**config.mk**
```make
export PLATFORM = sky130hd
export DESIGN_NAME = bin_to_bcd_seq
export DESIGN_NICKNAME = d
export VERILOG_FILES = /design/src/rtl/bin_to_bcd_seq.sv
export SDC_FILE = /design/constraint.sdc
export NUM_CORES = 1
export LEC_CHECK = 0
export ABC_AREA = 1
export CAP_MARGIN = 20
export CORE_ASPECT_RATIO = 0.7
export CORE_MARGIN = 2
export CORE_UTILIZATION = 60
export CTS_CLUSTER_DIAMETER = 80
export DETAILED_ROUTE_END_ITERATION = 8
export PLACE_DENSITY = 0.85
export SLEW_MARGIN = 20
export SYNTH_ARGS = -nofsm -noshare
export SYNTH_HDL_FRONTEND = slang
export SYNTH_SLANG_ARGS = --single-unit
```
**constraint.sdc**
```tcl
create_clock -name clk -period 3.3 [get_ports clk]
set_input_delay 0.33 -clock clk [delete_from_list [all_inputs] [get_ports clk]]
set_output_delay 0.33 -clock clk [all_outputs]
set_load 0.05 [all_outputs]
```
**src/rtl/bin_to_bcd_seq.sv**
```systemverilog
// Sequential binary-to-BCD converter (shift-add-3, one bit per clock).
// Drives the 4-bit digit inputs of downstream seven-segment decoders;
// digit code 4'hF is the blank code (decoders show nothing above 9).
module bin_to_bcd_seq #(
  parameter int BIN_WIDTH     = 14,
  parameter int DIGITS        = 4,
  parameter int BLANK_LEADING = 1
) (
  input  logic                  clk,
  input  logic                  rst,
  input  logic                  start,
  input  logic [BIN_WIDTH-1:0]  bin_in,
  output logic                  busy,
  output logic                  done,
  output logic                  overflow,
  output logic [4*DIGITS-1:0]   bcd_out
);

  localparam int BW = 4 * DIGITS;
  localparam int CW = $clog2(BIN_WIDTH + 1);

  function automatic logic [63:0] pow10(input int n);
    logic [63:0] r;
    r = 64'd1;
    for (int i = 0; i < n; i++) r = r * 64'd10;
    return r;
  endfunction

  // Reset display: a lone "0" in digit 0, upper digits blank when blanking is on.
  function automatic logic [BW-1:0] rst_bcd();
    logic [BW-1:0] r;
    r = (BLANK_LEADING != 0) ? '1 : '0;
    r[3:0] = 4'h0;
    return r;
  endfunction

  localparam logic [63:0]   LIMIT   = pow10(DIGITS);
  localparam logic [BW-1:0] RST_BCD = rst_bcd();

  typedef enum logic [1:0] {IDLE, SHIFT, FINISH} state_t;

  state_t                 state_q, state_d;
  logic [CW-1:0]          cnt_q, cnt_d;
  logic [BIN_WIDTH-1:0]   bin_q, bin_d;
  logic [BW-1:0]          scr_q, scr_d;
  logic                   ovf_flag_q, ovf_flag_d;
  logic [BW-1:0]          bcd_q, bcd_d;
  logic                   ovf_q, ovf_d;
  logic                   done_q, done_d;
  logic [BW-1:0]          adj;
  logic [BW-1:0]          fmt;

  // Per-digit add-3 correction; digits are independent, carries only move via the shift.
  for (genvar k = 0; k < DIGITS; k++) begin : g_add3
    assign adj[4*k +: 4] = (scr_q[4*k +: 4] >= 4'd5) ? scr_q[4*k +: 4] + 4'd3
                                                      : scr_q[4*k +: 4];
  end

  // Leading-zero blanking: scan from the top digit down until the first nonzero digit.
  always_comb begin
    logic lead;
    lead = 1'b1;
    fmt  = scr_q;
    for (int k = DIGITS - 1; k >= 1; k--) begin
      if ((BLANK_LEADING != 0) && lead && (scr_q[4*k +: 4] == 4'h0)) fmt[4*k +: 4] = 4'hF;
      else lead = 1'b0;
    end
  end

  // State and datapath registers.
  always_ff @(posedge clk or posedge rst) begin
    if (rst) begin
      state_q    <= IDLE;
      cnt_q      <= '0;
      bin_q      <= '0;
      scr_q      <= '0;
      ovf_flag_q <= 1'b0;
      bcd_q      <= RST_BCD;
      ovf_q      <= 1'b0;
      done_q     <= 1'b0;
    end else begin
      state_q    <= state_d;
      cnt_q      <= cnt_d;
      bin_q      <= bin_d;
      scr_q      <= scr_d;
      ovf_flag_q <= ovf_flag_d;
      bcd_q      <= bcd_d;
      ovf_q      <= ovf_d;
      done_q     <= done_d;
    end
  end

  // Next-state logic; start is only looked at in IDLE, so it is never queued.
  always_comb begin
    state_d = state_q;
    case (state_q)
      IDLE:    if (start) state_d = SHIFT;
      SHIFT:   if (cnt_q == CW'(1)) state_d = FINISH;
      FINISH:  state_d = IDLE;
      default: state_d = IDLE;
    endcase
  end

  // Datapath and output next values per state.
  always_comb begin
    cnt_d      = cnt_q;
    bin_d      = bin_q;
    scr_d      = scr_q;
    ovf_flag_d = ovf_flag_q;
    bcd_d      = bcd_q;
    ovf_d      = ovf_q;
    done_d     = 1'b0;
    case (state_q)
      IDLE: begin
        if (start) begin
          bin_d      = bin_in;
          scr_d      = '0;
          cnt_d      = CW'(BIN_WIDTH);
          // Scratch drops bits shifted past the top digit, so range is judged up front.
          ovf_flag_d = (64'(bin_in) >= LIMIT);
        end
      end
      SHIFT: begin
        scr_d = {adj[BW-2:0], bin_q[BIN_WIDTH-1]};
        bin_d = bin_q << 1;
        cnt_d = cnt_q - CW'(1);
      end
      FINISH: begin
        bcd_d  = ovf_flag_q ? '1 : fmt;
        ovf_d  = ovf_flag_q;
        done_d = 1'b1;
      end
      default: ;
    endcase
  end

  assign busy     = (state_q != IDLE);
  assign done     = done_q;
  assign overflow = ovf_q;
  assign bcd_out  = bcd_q;

endmodule
```
==> insert_results.sql <==
INSERT INTO impl_metrics (metric_group, metric, value, unit) VALUES
('run_status', 'outcome', 'finished clean', ''),
('synthesis', 'syn_inst', '336', ''),
('synthesis', 'synth_warnings', '0', ''),
('cts', 'cts_buffer_depth', '2', ''),
('sta', 'fin_crit', '2.079', 'ns'),
('synthesis', 'netlist_area', '2934', 'µm²'),
('hold_path', 'worst_hold_path_type', 'input pin to asynchronous set/reset pin', ''),
('cts', 'cts_hold_buf', '0', ''),
('finish', 'finalCoreUtilization', '0.7138', ''),
('global_route', 'grt_max_degree', '44', ''),
('sta', 'setup-tns-final', '0', 'ns'),
('cts', 'cts_htree_levels', '2', ''),
('global_route', 'grt_pass1_wl', '10430', 'µm'),
('setup_path', 'reg2reg_from', 'state_q[0]$_DFFE_PP0P_', ''),
('sta', 'min_period_over_period', '0.6300', ''),
('setup_path', 'critical_path.max_fanout', '4', ''),
('finish', 'fillers', '364', ''),
('synthesis', 'postSynthNetCount', '365', ''),
('die', 'floorplan.initialDensity', '0.6169', ''),
('cts', 'cts_inserted_buffers', '5', ''),
('synthesis', 'post_syn_area_per_cell', '8.732', 'µm²'),
('power_and_ir_drop', 'pwr_density', '1069', 'nW/µm²'),
('placed_design', 'portBuffers', '35', ''),
('drt', 'drt-vias-per-instance', '5.227', ''),
('drt', 'remaining_drc_errors', '0', ''),
('finish', 'layout-drive-gt1-share', '0.1532', ''),
('die', 'die_h', '62.51', 'µm'),
('drt', 'final_antenna_net_count', '0', ''),
('placed_design', 'gp_routability_congestion', '0.8502', ''),
('cts', 'cts_resized', '0', ''),
('sta', 'setup-violations-final', '0', ''),
('finish', 'area_growth', '15.69', '%'),
('finish', 'multi_input_area', '1259', 'µm²'),
('cts', 'tritoncts_num_sinks', '55', ''),
('finish', 'final_cells', '441', ''),
('synthesis', 'synth_commonest_cells', '71 x sky130_fd_sc_hd__nand2_1, 47 x sky130_fd_sc_hd__inv_1, 43 x sky130_fd_sc_hd__dfrtp_1, 34 x sky130_fd_sc_hd__nor2_1, 27 x sky130_fd_sc_hd__nand3_1', ''),
('synthesis', 'synthDominantAreaCellType', 'sky130_fd_sc_hd__dfrtp_1', ''),
('finish', 'num-nets-final', '400', ''),
('global_route', 'overall_routing_resource_usage', '0.2397', ''),
('synthesis', 'share_of_synthesized_registers_carrying_an_async_set_or_reset', '1.000', ''),
('die', 'io_pins', '36', ''),
('finish', 'register_area', '1391', 'µm²'),
('global_route', 'grt_pass1_vias', '2287', ''),
('sta', 'final-max-slew-violation-count', '0', ''),
('sta', 'rsz_0062_raised_after_global_routing', 'no', ''),
('setup_path', 'cp-start-kind', 'flip-flop', ''),
('setup_path', 'reg2reg_to', 'bin_q[10]$_DFFE_PP0P_', ''),
('job', 'maxCapViolCount', '0', ''),
('die', 'core-area', '4756', 'µm²'),
('synthesis', 'synth_ff_type', 'sky130_fd_sc_hd__dfrtp_1', ''),
('synthesis', 'synth_edf_count', '0', ''),
('sta', 'fin_skew', '0.007250', 'ns'),
('die', 'rows', '21', ''),
('synthesis', 'postSynthRegisterBits', '55', ''),
('sta', 'fmaxAchievable', '0.4810', 'GHz'),
('global_route', 'antenna_found_initial', '0', ''),
('synthesis', 'synth_cell_types', '30', ''),
('cts', 'clk_pin_slew_worst_paths', '0.09', 'ns'),
('sta', 'maxSlewHeadroom', '0.3255', ''),
('power_and_ir_drop', 'vdd_drop_max', '548.4', 'µV'),
('finish', 'n_diodes', '0', ''),
('cts', 'cts_tree', 'yes', ''),
('drt', 'num_vias', '2305', ''),
('power_and_ir_drop', 'total_leakage_power', '1.663', 'nW'),
('drt', 'drt-total-wl', '5857', 'µm'),
('sta', 'final_hold_viol_count', '0', ''),
('sta', 'worst_slew_pin_slew', '1.009', 'ns'),
('die', 'fp.dieArea', '5474', 'µm²'),
('setup_path', 'timing.critical_path.required', '2.97', 'ns'),
('placed_design', 'dp.cells', '433', ''),
('drt', 'initialDrtViolationCount', '145', '');
-- metal layers --
layer / GRT usage / part of all wire / routed length (µm)
met1: 0.3263 / 0.48 / 2799
met2: 0.3883 / 0.48 / 2785
met3: 0.06473 / 0.040 / 237
met4: 0.04808 / 0.0061 / 36
met5: 0 / 0 / 0
-- flip-flops by register name (all words and copies together) (netlist names) --
name        cells
bcd_out        16
bin_q          14
cnt_q           4
done            1
overflow        1
ovf_flag_q      1
scr_q          16
state_q         2
-- worst max-delay path by stage --
stage / depth (start not counted) / end / start
after floorplan: 1 / bcd_out[0]$_DFFE_PP0P_ / rst
after global placement: 3 / busy / state_q[0]$_DFFE_PP0P_
after detailed placement: 5 / bin_q[13]$_DFFE_PP0P_ / state_q[0]$_DFFE_PP0P_
after CTS: 3 / busy / state_q[0]$_DFFE_PP0P_
after global routing: 3 / busy / state_q[0]$_DFFE_PP0P_
final: 3 / busy / state_q[0]$_DFFE_PP0P_
-- logic make-up (layout without fill, tap and decap cells) --
family	Yosys count	in the layout	share of synthesized area
AND/OR/NAND/NOR	144	144	0.2171
flip-flops	55	55	0.4742
buffers and inverters	59	95	0.09680
AO/OA/AOI/OAI	66	66	0.1608
adder cells (fa/ha/maj)	12	12	0.05117
-- layout make-up --
type / count / share of cell area
Clock buffer: 7 / 0.02248
Clock inverter: 1 / 0.008846
Inverter: 51 / 0.05713
Multi-Input combinational cell: 222 / 0.3708
Sequential cell: 55 / 0.4099
Tap cell: 69 / 0.02543
Timing Repair Buffer: 36 / 0.1054
-- placed cells by master, fill, tap and decap left out --
master / n
sky130_fd_sc_hd__inv_1: 46
sky130_fd_sc_hd__nand4_1: 3
sky130_fd_sc_hd__nand2_8: 1
sky130_fd_sc_hd__clkdlybuf4s50_1: 35
sky130_fd_sc_hd__buf_4: 1
sky130_fd_sc_hd__nor2_2: 1
sky130_fd_sc_hd__a22oi_1: 1
sky130_fd_sc_hd__nand2_4: 2
sky130_fd_sc_hd__o22ai_1: 1
sky130_fd_sc_hd__or2_2: 1
sky130_fd_sc_hd__inv_4: 1
sky130_fd_sc_hd__o21ai_0: 12
sky130_fd_sc_hd__nor2_4: 2
sky130_fd_sc_hd__a21oi_1: 14
sky130_fd_sc_hd__nand2_2: 1
sky130_fd_sc_hd__nor3_1: 1
sky130_fd_sc_hd__o211ai_1: 2
sky130_fd_sc_hd__bufinv_16: 1
sky130_fd_sc_hd__clkbuf_8: 5
sky130_fd_sc_hd__clkbuf_1: 2
sky130_fd_sc_hd__a31oi_1: 4
sky130_fd_sc_hd__nand2_1: 71
sky130_fd_sc_hd__o21ai_1: 7
sky130_fd_sc_hd__nand3_1: 27
sky130_fd_sc_hd__o211ai_2: 8
sky130_fd_sc_hd__o22ai_2: 1
sky130_fd_sc_hd__ha_1: 12
sky130_fd_sc_hd__dfrtp_1: 43
sky130_fd_sc_hd__o21ai_2: 16
sky130_fd_sc_hd__nor2_1: 34
sky130_fd_sc_hd__dfstp_2: 12
sky130_fd_sc_hd__inv_2: 4
-- stage by stage --
step                instance area (µm²)  power (mW)  hold slack (ns)  setup slack (ns)
global route                       3395       3.950           0.2761             1.160
CTS                                3395       3.639           0.2649             1.206
detailed placement                 3288       3.189           0.4778             1.507
global placement                   3288       3.083           0.4658             1.568
floorplan                          2934       2.782           0.4490             1.647
finish                             3395       3.630           0.2577             1.221
-- where the power goes --
group | leakage, nW | switching (mW) | internal [mW]
registers | 0.649 | 0.197 | 1.02
clock network | 0.0524 | 0.218 | 0.227
logic | 0.962 | 1.29 | 0.679
-- critical path, cell delays in order (launching register included) --
cell and delay (ns):
sky130_fd_sc_hd__dfrtp_1 0.50, sky130_fd_sc_hd__nor2_2 0.10, sky130_fd_sc_hd__inv_1 0.06, sky130_fd_sc_hd__clkdlybuf4s50_1 0.79
No activity file was read; power rests on OpenSTA's default activity.
